$ cat src/rtl/parking_display_defs.sv
// Shared constants for the parking-lot display path: blank nibble, scheduler states, source indices.
package parking_display_defs;

  localparam logic [3:0] BLANK_DIGIT = 4'hF;

  typedef enum logic [1:0] {
    IDLE = 2'd0,
    SHOW = 2'd1,
    GAP  = 2'd2
  } disp_state_t;

  localparam int SRC_ALARM = 0;
  localparam int SRC_ENTRY = 1;
  localparam int SRC_EXIT  = 2;
  localparam int SRC_FEE   = 3;

  function automatic int max_int(input int a, input int b);
    return (a > b) ? a : b;
  endfunction

endpackage

$ cat src/rtl/display_message_scheduler_if.sv
// Message sources on one side, the seven-segment driver on the other; the scheduler is the slave.
interface display_message_scheduler_if #(parameter int NUM_REQ = 4);

  logic [NUM_REQ-1:0]         req;
  logic [16*NUM_REQ-1:0]      req_digits;
  logic [15:0]                default_digits;
  logic [NUM_REQ-1:0]         grant;
  logic [3:0]                 digit_0;
  logic [3:0]                 digit_1;
  logic [3:0]                 digit_2;
  logic [3:0]                 digit_3;
  logic [$clog2(NUM_REQ)-1:0] active_src;
  logic                       busy;

  modport master (
    output req, req_digits, default_digits,
    input  grant, digit_0, digit_1, digit_2, digit_3, active_src, busy
  );

  modport slave (
    input  req, req_digits, default_digits,
    output grant, digit_0, digit_1, digit_2, digit_3, active_src, busy
  );

endinterface

$ cat src/rtl/display_message_scheduler_rr_arbiter.sv
// Combinational round-robin pick over req[NUM_REQ-1:1], searching upward from rr_ptr.
module rr_arbiter #(
  parameter int NUM_REQ = 4
) (
  input  logic [NUM_REQ-1:0]         req,
  input  logic [$clog2(NUM_REQ)-1:0] rr_ptr,
  output logic                       valid,
  output logic [$clog2(NUM_REQ)-1:0] winner
);

  localparam int W  = $clog2(NUM_REQ);
  localparam int IW = W + 1;
  localparam logic [W:0] LAST = IW'(NUM_REQ - 1);

  logic [W:0] idx;

  // Walk offsets from farthest to nearest so the closest requester to rr_ptr is written last.
  always_comb begin
    valid  = 1'b0;
    winner = '0;
    idx    = '0;
    for (int i = NUM_REQ - 2; i >= 0; i--) begin
      idx = {1'b0, rr_ptr} + IW'(i);
      if (idx > LAST) idx = idx - LAST;
      if (req[idx[W-1:0]]) begin
        valid  = 1'b1;
        winner = idx[W-1:0];
      end
    end
  end

endmodule

$ cat src/rtl/display_message_scheduler.sv
// Time-shares the 4-digit display: show a granted message, blank for a gap, else show default digits.
module display_message_scheduler
  import parking_display_defs::*;
#(
  parameter int NUM_REQ     = 4,
  parameter int HOLD_CYCLES = 50_000_000,
  parameter int GAP_CYCLES  = 5_000_000
) (
  input logic                          clk,
  input logic                          reset,
  display_message_scheduler_if.slave   bus
);

  localparam int W  = $clog2(NUM_REQ);
  localparam int TW = $clog2(max_int(HOLD_CYCLES, GAP_CYCLES) + 1);
  localparam logic [TW-1:0] HOLD_T     = TW'(HOLD_CYCLES);
  localparam logic [TW-1:0] GAP_T      = TW'(GAP_CYCLES);
  localparam logic [TW-1:0] T_ONE      = TW'(1);
  localparam logic [W-1:0]  ALARM      = W'(SRC_ALARM);
  localparam logic [W-1:0]  FIRST_RR   = W'(1);
  localparam logic [W-1:0]  LAST_SRC   = W'(NUM_REQ - 1);
  localparam logic [15:0]   BLANK_WORD = {4{BLANK_DIGIT}};

  disp_state_t        state_q, state_d;
  logic [TW-1:0]      timer_q, timer_d;
  logic [W-1:0]       rr_ptr_q, rr_ptr_d;
  logic [NUM_REQ-1:0] grant_q, grant_d;
  logic [15:0]        digits_q, digits_d;
  logic [W-1:0]       src_q, src_d;
  logic               busy_q, busy_d;

  logic               arb_valid;
  logic [W-1:0]       arb_winner;
  logic               pick_valid;
  logic [W-1:0]       pick;
  logic               load;

  rr_arbiter #(.NUM_REQ(NUM_REQ)) u_rr_arbiter (
    .req    (bus.req),
    .rr_ptr (rr_ptr_q),
    .valid  (arb_valid),
    .winner (arb_winner)
  );

  // The alarm source always beats the round-robin candidate.
  always_comb begin
    pick_valid = bus.req[SRC_ALARM] | arb_valid;
    pick       = bus.req[SRC_ALARM] ? ALARM : arb_winner;
  end

  always_comb begin
    state_d  = state_q;
    timer_d  = timer_q;
    rr_ptr_d = rr_ptr_q;
    grant_d  = '0;
    digits_d = digits_q;
    src_d    = src_q;
    busy_d   = busy_q;
    load     = 1'b0;
    case (state_q)
      IDLE: begin
        digits_d = bus.default_digits;
        src_d    = '0;
        busy_d   = 1'b0;
        timer_d  = '0;
        load     = pick_valid;
      end
      SHOW: begin
        // An alarm cuts straight into another source's message; expiry loses to it.
        if (bus.req[SRC_ALARM] && (src_q != ALARM)) begin
          load = 1'b1;
        end else if (timer_q == HOLD_T) begin
          state_d  = GAP;
          timer_d  = T_ONE;
          digits_d = BLANK_WORD;
          src_d    = '0;
        end else begin
          timer_d = timer_q + T_ONE;
        end
      end
      GAP: begin
        if (timer_q != GAP_T) begin
          timer_d = timer_q + T_ONE;
        end else if (pick_valid) begin
          load = 1'b1;
        end else begin
          state_d  = IDLE;
          timer_d  = '0;
          digits_d = bus.default_digits;
          busy_d   = 1'b0;
        end
      end
      default: state_d = IDLE;
    endcase
    // Alarm grants leave the round-robin pointer where it was.
    if (load) begin
      state_d       = SHOW;
      timer_d       = T_ONE;
      grant_d[pick] = 1'b1;
      digits_d      = bus.req_digits[16*pick +: 16];
      src_d         = pick;
      busy_d        = 1'b1;
      if (pick != ALARM) rr_ptr_d = (pick == LAST_SRC) ? FIRST_RR : pick + FIRST_RR;
    end
  end

  always_ff @(posedge clk) begin
    if (reset) begin
      state_q  <= IDLE;
      timer_q  <= '0;
      rr_ptr_q <= FIRST_RR;
      grant_q  <= '0;
      digits_q <= BLANK_WORD;
      src_q    <= '0;
      busy_q   <= 1'b0;
    end else begin
      state_q  <= state_d;
      timer_q  <= timer_d;
      rr_ptr_q <= rr_ptr_d;
      grant_q  <= grant_d;
      digits_q <= digits_d;
      src_q    <= src_d;
      busy_q   <= busy_d;
    end
  end

  assign bus.grant      = grant_q;
  assign bus.digit_0    = digits_q[15:12];
  assign bus.digit_1    = digits_q[11:8];
  assign bus.digit_2    = digits_q[7:4];
  assign bus.digit_3    = digits_q[3:0];
  assign bus.active_src = src_q;
  assign bus.busy       = busy_q;

endmodule

$ cat src/flat_wrapper.sv
// flat-port wrapper written by rule: the top's interface ports become plain ports
module display_message_scheduler_flat import parking_display_defs::*;
#(
  parameter int NUM_REQ     = 4,
  parameter int HOLD_CYCLES = 50_000_000,
  parameter int GAP_CYCLES  = 5_000_000
)
  (clk, reset, bus_req, bus_req_digits, bus_default_digits, bus_grant, bus_digit_0, bus_digit_1, bus_digit_2, bus_digit_3, bus_active_src, bus_busy);
  display_message_scheduler_if #(.NUM_REQ(NUM_REQ)) bus_i ();
  input logic clk;
  input logic reset;
  input wire logic [$bits(bus_i.req)-1:0] bus_req;
  input wire logic [$bits(bus_i.req_digits)-1:0] bus_req_digits;
  input wire logic [$bits(bus_i.default_digits)-1:0] bus_default_digits;
  output wire logic [$bits(bus_i.grant)-1:0] bus_grant;
  output wire logic [$bits(bus_i.digit_0)-1:0] bus_digit_0;
  output wire logic [$bits(bus_i.digit_1)-1:0] bus_digit_1;
  output wire logic [$bits(bus_i.digit_2)-1:0] bus_digit_2;
  output wire logic [$bits(bus_i.digit_3)-1:0] bus_digit_3;
  output wire logic [$bits(bus_i.active_src)-1:0] bus_active_src;
  output wire logic [$bits(bus_i.busy)-1:0] bus_busy;
  assign bus_i.req = bus_req;
  assign bus_i.req_digits = bus_req_digits;
  assign bus_i.default_digits = bus_default_digits;
  assign bus_grant = bus_i.grant;
  assign bus_digit_0 = bus_i.digit_0;
  assign bus_digit_1 = bus_i.digit_1;
  assign bus_digit_2 = bus_i.digit_2;
  assign bus_digit_3 = bus_i.digit_3;
  assign bus_active_src = bus_i.active_src;
  assign bus_busy = bus_i.busy;
  display_message_scheduler #(.NUM_REQ(NUM_REQ), .HOLD_CYCLES(HOLD_CYCLES), .GAP_CYCLES(GAP_CYCLES)) u_core (.clk(clk), .reset(reset), .bus(bus_i));
endmodule
$ cat config.mk
export PLATFORM = sky130hd
export DESIGN_NAME = display_message_scheduler_flat
export DESIGN_NICKNAME = d
export VERILOG_FILES = /design/src/rtl/parking_display_defs.sv /design/src/rtl/display_message_scheduler_if.sv /design/src/rtl/display_message_scheduler_rr_arbiter.sv /design/src/rtl/display_message_scheduler.sv /design/src/flat_wrapper.sv
export SDC_FILE = /design/constraint.sdc
export NUM_CORES = 1
export LEC_CHECK = 0
export ABC_AREA = 1
export BUFFER_PORTS_ARGS = -buffer_cell sky130_fd_sc_hd__buf_2
export CAP_MARGIN = 0
export CORE_MARGIN = 2
export CORE_UTILIZATION = 30
export DETAILED_ROUTE_END_ITERATION = 6
export GPL_TIMING_DRIVEN = 0
export SLEW_MARGIN = 20
export SYNTH_ARGS = -nofsm -noshare
export SYNTH_HDL_FRONTEND = slang
export SYNTH_SLANG_ARGS = --single-unit
export TNS_END_PERCENT = 20
$ cat constraint.sdc
create_clock -name clk -period 2.2 [get_ports clk]
set_input_delay 0.11 -clock clk [delete_from_list [all_inputs] [get_ports clk]]
set_output_delay 0.11 -clock clk [all_outputs]
set_load 0.1 [all_outputs]
==> results of run 1 <==
[metal layers]
| metal | up-vias | global-route usage (%) | share of wire [%] |
|---|---|---|---|
| li1 | 2594 | - | - |
| met1 | 2177 | 20.4 | 43 |
| met2 | 172 | 29.1 | 48 |
| met3 | 17 | 4.55 | 7.3 |
| met4 | 0 | 5.16 | 1.5 |
| met5 | - | 0 | 0 |
[critical path, cell delays in order (launching register included)]
cell       delay (ns)
dfxtp_4          0.37
inv_4            0.04
ha_4             0.29
nor2_2           0.04
nor2_1           0.09
nand2_1          0.09
nand2_2          0.10
nand2_2          0.08
o21ai_4          0.22
buf_6            0.19
clkbuf_16        0.15
nand3b_1         0.07
nand3_1          0.11
nand3_2          0.08
nand2_1          0.07
nand2_1          0.04
[per-stage QoR]
stage,setup TNS [ns],area (sq um)
6_report,0,5780
5_1_grt,-1.71,5780
4_1_cts,0,5490
3_5_place_dp,-6.25,5170
3_3_place_gp,-6.30,5170
2_1_floorplan,0,4400
[area by class of cell]
cell class,instances,area [sq um]
Inverter,112,433
Buffer,28,226
Clock buffer,7,143
Tap cell,184,230
Timing Repair Buffer,126,717
Sequential cell,53,1070
Fill cell,1631,8650
Multi-Input combinational cell,543,2930
Clock inverter,1,30.0
[kinds of logic (layout without fill, tap and decap cells)]
kind of cell	Yosys count	count (layout)	synth area share, %
AND/OR/NAND/NOR	458	458	48.8
buffers and inverters	141	274	13.3
AO/OA/AOI/OAI	57	57	6.85
flip-flops	53	53	24.2
adder cells (fa/ha/maj)	14	14	3.99
XOR/XNOR	14	14	2.80
[path summary, 6_finish.rpt]
check                                        start                   to  depth (start not counted)
worst min register to register  u_core.digits_q[9]   u_core.digits_q[9]                          2
worst max-delay path            u_core.rr_ptr_q[0]  u_core.digits_q[12]                         15
worst min-delay path                         reset    u_core.timer_q[6]                          4
worst max register to register  u_core.rr_ptr_q[0]  u_core.digits_q[12]                         15
[synthesized netlist by cell type]
library cell / count
nand3_4: 2
o21ai_2: 1
o31ai_1: 2
buf_2: 13
ha_1: 14
or2_2: 17
nand4_1: 12
inv_2: 6
nor2_8: 1
nor2_2: 9
nand3b_1: 18
inv_4: 1
o21bai_1: 1
nor3_1: 9
nor2_1: 82
clkinv_1: 2
nand2_2: 5
buf_1: 2
nor4_2: 1
buf_6: 5
o211ai_1: 1
a31oi_1: 1
nand3_1: 104
a21oi_1: 47
nand2_4: 2
o21ai_0: 4
or2_1: 1
clkbuf_1: 9
nand2_1: 188
nand3_2: 5
dfxtp_1: 53
or3_1: 1
xor2_1: 14
inv_1: 103
nor4_1: 1
[power by group through the flow]
| stage | registers [mW] | clock network, mW | logic, mW |
|---|---|---|---|
| finish | 1.28 | 0.953 | 4.87 |
| global route | 1.30 | 1.01 | 5.26 |
| CTS | 1.27 | 0.978 | 4.37 |
| detailed placement | 1.29 | 0 | 4.11 |
| global placement | 1.29 | 0 | 4.10 |
| floorplan | 2.32 | 0 | 2.22 |
[timing repair]
item	CTS	global route
endpoints found under the hold margin	0	0
endpoints found under the setup margin	52	47
setup buffers	6	9
cloned	0	3
pin swaps	6	52
gates resized for setup	32	49
[flip-flops by register name (all words and copies together) (netlist names)]
| signal | count |
|---|---|
| u_core.bus.active_src | 2 |
| u_core.digits_q | 16 |
| u_core.state_q | 2 |
| u_core.bus.grant | 4 |
| u_core.bus.busy | 1 |
| u_core.rr_ptr_q | 2 |
| u_core.timer_q | 26 |
==> flow_metrics.tcl, run 1 <==
set metrics [dict create \
    crit_path_max_fanout 6 \
    place_inst 1029 \
    crit_arrival_ns 2.35 \
    synth_nets 837 \
    reg2reg_slack_ns 0.04 \
    drc 0 \
    most-common-layout-cells "181 x nand2_1, 113 x buf_2, 99 x inv_1, 90 x nand3_1, 76 x nor2_1" \
    holdWs_ns 0.147 \
    cp-end-kind "register" \
    vias_per_cell 4.71 \
    final_core_util_pct 40.0 \
    synth_cells 737 \
    fmax_mhz 464 \
    p_int_mw 3.35 \
    ctsRootBufferMaster "clkbuf_16" \
    power_mw 7.10 \
    combPwrFrac_pct 68.6 \
    antenna_found_initial 0 \
    globalplace.congestion 0.942 \
    dp_slack_ns -0.365 \
    ios 109 \
    synth_seq_cells 53 \
    num_rows 44 \
    ant_nets 0 \
    p_seq_share_pct 18.0 \
    cts_buffer_depth 2 \
    outcome "finished, final reports clean" \
    swShare_pct 52.8 \
    critical_path_class "register to register" \
    drt-initial-drc-count 269 \
    fin_ws_ns 0.0438 \
    cp.required_ns 2.40 \
    fin_crit_sh_pct 98.0 \
    max_slew_margin_pct 62.3 \
    syn_avg_cell_area_sq_um 5.95 \
    setup_viol 0 \
    wl_um 13600 \
    clkLatencyLatePin_ns 0.30 \
    initial_core_util_pct 30.4 \
    grt_pass1_vias 4666 \
    syn2layout_area_growth_pct 31.7 \
    die_w_um 125 \
    vdd_drop_max_uv 903 \
    hold_viol 0 \
    antennaDiodeCount 0 \
    rsz0062_at_grt "yes" \
    drt_first_pass_iters 7 \
    power.share.clock_pct 13.4 \
    routedWlPerCell_um 12.9 \
    grt_pass1_wl_um 21800 \
    holdBufCountCts 0 \
    tightest_slew_ns 0.566 \
    vias 4960 \
    nNetsFinal 969 \
    power.leakage_nw 2.78 \
    die_h_um 125 \
    synth_top_cell_by_area "dfxtp_1" \
    switchingPower_mw 3.75 \
    final_cells 1054 \
    clk_pin_slew_ns 0.08 \
    die-area_sq_um 15600 \
    worstHoldPathType "input pin to register" \
    final-max-slew-violation-count 0 \
    grt_overflow 0 \
    fin_skew_ns 0.0118 \
    layout_min_cycle_time_ns 2.16 \
    pwr_density_cell_nw_per_um2 1230 \
    htree_levels 2 \
    critPathLaunchType "register" \
    synth_area_leaders "dfxtp_1 24%, nand2_1 16%, nand3_1 12%" \
    maxCapViolCount 0 \
    cts_buffers 5 \
    coreArea_sq_um 14400 \
    clock-sinks 53 \
    ys_seq_area_share_pct 24.2 \
    io_buffers 108 \
    grt_max_degree 16 \
    ys_warn_count 0 \
    grtUsageTotal_pct 16.8 \
    drive_gt1_share_pct 28.0 \
    layout_commonest_cell "nand2_1" \
    syn-cell-area_sq_um 4390 \
    ys_types 35 \
    yosysTopAreaCellShare_pct 24.2 \
    place_hpwl_um 10500 \
    cts_tree "built" \
]
Note: power is estimated with default switching activity, not from simulation.
==> run 2: changes to the inputs <==
- TNS_END_PERCENT: 20 -> default
- clock period: 2.2 -> 2.1 ns (I/O delays scaled with it)
==> run 2 against run 1 <==
Net effect:
- the run now ends with setup timing left
- die area unchanged
- maximum frequency decreased by 1.6%
- global-route usage increased by 0.53 points
- first-iteration DRC count increased by 14%
- sequential share of layout area decreased by 0.36 points
- cell count about the same
- hold slack got worse by 0.0018 ns
- critical path depth decreased by 1
- non-clock buffer count increased by 2
- largest cell class unchanged
- highest routed layer unchanged
==> flow_metrics.tcl, run 2 (same netlist as run 1, synthesis figures left out) <==
set metrics [dict create \
    vdd_drop_max_uv 719 \
    fin_skew_ns 0.0105 \
    ios 109 \
    tightest_slew_ns 0.531 \
    power.leakage_nw 2.82 \
    place_inst 1029 \
    antenna_found_initial 0 \
    setup_viol 39 \
    routedWlPerCell_um 13.0 \
    violations "setup timing" \
    vias_per_cell 4.70 \
    drt_first_pass_iters 5 \
    most-common-layout-cells "181 x nand2_1, 112 x buf_2, 98 x inv_1, 88 x nand3_1, 76 x nor2_1" \
    dp_slack_ns -0.381 \
    p_seq_share_pct 17.6 \
    fmax_mhz 456 \
    pwr_density_cell_nw_per_um2 1300 \
    r2r_cells 14 \
    grt_overflow 0 \
    outcome "finished with violations" \
    globalplace.congestion 0.931 \
    nNetsFinal 971 \
    final-max-slew-violation-count 0 \
    tns_ns -1.65 \
    largest-register "u_core.timer_q" \
    final_area_sq_um 5900 \
    ctsRootBufferMaster "clkbuf_16" \
    drt-initial-drc-count 308 \
    grt_pass1_vias 4705 \
    critical_path_class "register to register" \
    coreArea_sq_um 14400 \
    crit_arrival_ns 2.42 \
    cts_buffers 5 \
    die_h_um 125 \
    die-area_sq_um 15600 \
    place_area_sq_um 5180 \
    path_cells "inv_4, ha_4, buf_4, nand3_2, nand2_4, nor2_4, nand2_4, nand3_4, nand3_4, nand2_4, inv_6, nor2_8, clkinvlp_4, a21oi_2" \
    clk_pin_slew_ns 0.07 \
    antennaDiodeCount 0 \
    io_buffers 108 \
    crit_path_max_fanout 8 \
    num_rows 44 \
    largest_reg_flops 26 \
    power_mw 7.65 \
    drive_gt1_share_pct 29.5 \
    layout_commonest_cell "nand2_1" \
    cpMostUsedCell "nand2_4" \
    htree_levels 2 \
    max_slew_margin_pct 64.6 \
    whs_path_depth 4 \
    power.share.clock_pct 12.4 \
    holdWs_ns 0.145 \
    cp-end-kind "register" \
    layout_min_cycle_time_ns 2.19 \
    rsz0062_at_grt "yes" \
    critPathLaunchType "register" \
    slowest_delay_ns 0.38 \
    ant_nets 0 \
    crit_slowest_cell "dfxtp_4" \
    final_core_util_pct 40.9 \
    grt_max_degree 16 \
    swShare_pct 52.9 \
    syn2layout_area_growth_pct 34.6 \
    cp.required_ns 2.33 \
    die_w_um 125 \
    final_cells 1055 \
    worstHoldPathType "input pin to register" \
    p_int_mw 3.60 \
    maxCapViolCount 0 \
    clkLatencyLatePin_ns 0.30 \
    vias 4955 \
    fin_crit_sh_pct 104 \
    initial_core_util_pct 30.4 \
    reg2reg_slack_ns -0.09 \
    drc 0 \
    clock-sinks 53 \
    grt_pass1_wl_um 22500 \
    place_hpwl_um 10600 \
    combPwrFrac_pct 70.0 \
    cts_tree "built" \
    cts_buffer_depth 2 \
    hold_viol 0 \
    fin_ws_ns -0.0914 \
    switchingPower_mw 4.04 \
    wl_um 13700 \
    grtUsageTotal_pct 17.3 \
]
## run 2: critical path: cells and delay by family, from the launching register on
kind | cells | cell delay [ns]
DFF | 1 | 0.38
adders and majority gates | 1 | 0.25
and+or+nand+nor | 8 | 0.86
buffers and inverters | 4 | 0.47
AOI/OAI and AO/OA | 1 | 0.15
## run 2: timing repair
action / in CTS / in global routing
buffers inserted: 12 / 4
pin swaps: 9 / 57
hold buffers: 0 / 0
gates resized for setup: 51 / 48
gates cloned: 0 / 3
setup endpoints to repair: 52 / 52
## run 2: layout make-up
cell class              count  area (sq um)
plain buffers              29           240
clock buffers               5           125
repair buffers            127           759
flip-flops and latches     53          1070
fillers                  1579          8520
multi-input cells         543          3000
inverters                 112           442
clock inverters             2          35.0
well taps                 184           230
## run 2: power groups by stage
stage / logic [mW] / registers (mW) / clock network (mW)
5_1_grt: 5.79 / 1.37 / 1.02
2_1_floorplan: 2.32 / 2.44 / 0
4_1_cts: 4.78 / 1.35 / 0.978
3_5_place_dp: 4.32 / 1.36 / 0
3_3_place_gp: 4.31 / 1.36 / 0
6_report: 5.35 / 1.35 / 0.948
## run 2: final timing paths
| kind | start | endpoint |
|---|---|---|
| worst max register to register | u_core.rr_ptr_q[0] | u_core.timer_q[24] |
| worst max-delay path | u_core.rr_ptr_q[0] | u_core.timer_q[24] |
| worst min-delay path | reset | u_core.timer_q[6] |
| worst min register to register | u_core.bus.busy | u_core.bus.busy |
## run 2: metal layers
metal,vias up,GRT usage (%),share of wire (%)
met5,-,0,0
met4,0,4.97,1.8
met3,19,4.34,7.0
met2,153,30.1,48
met1,2190,21.4,44
li1,2593,-,-
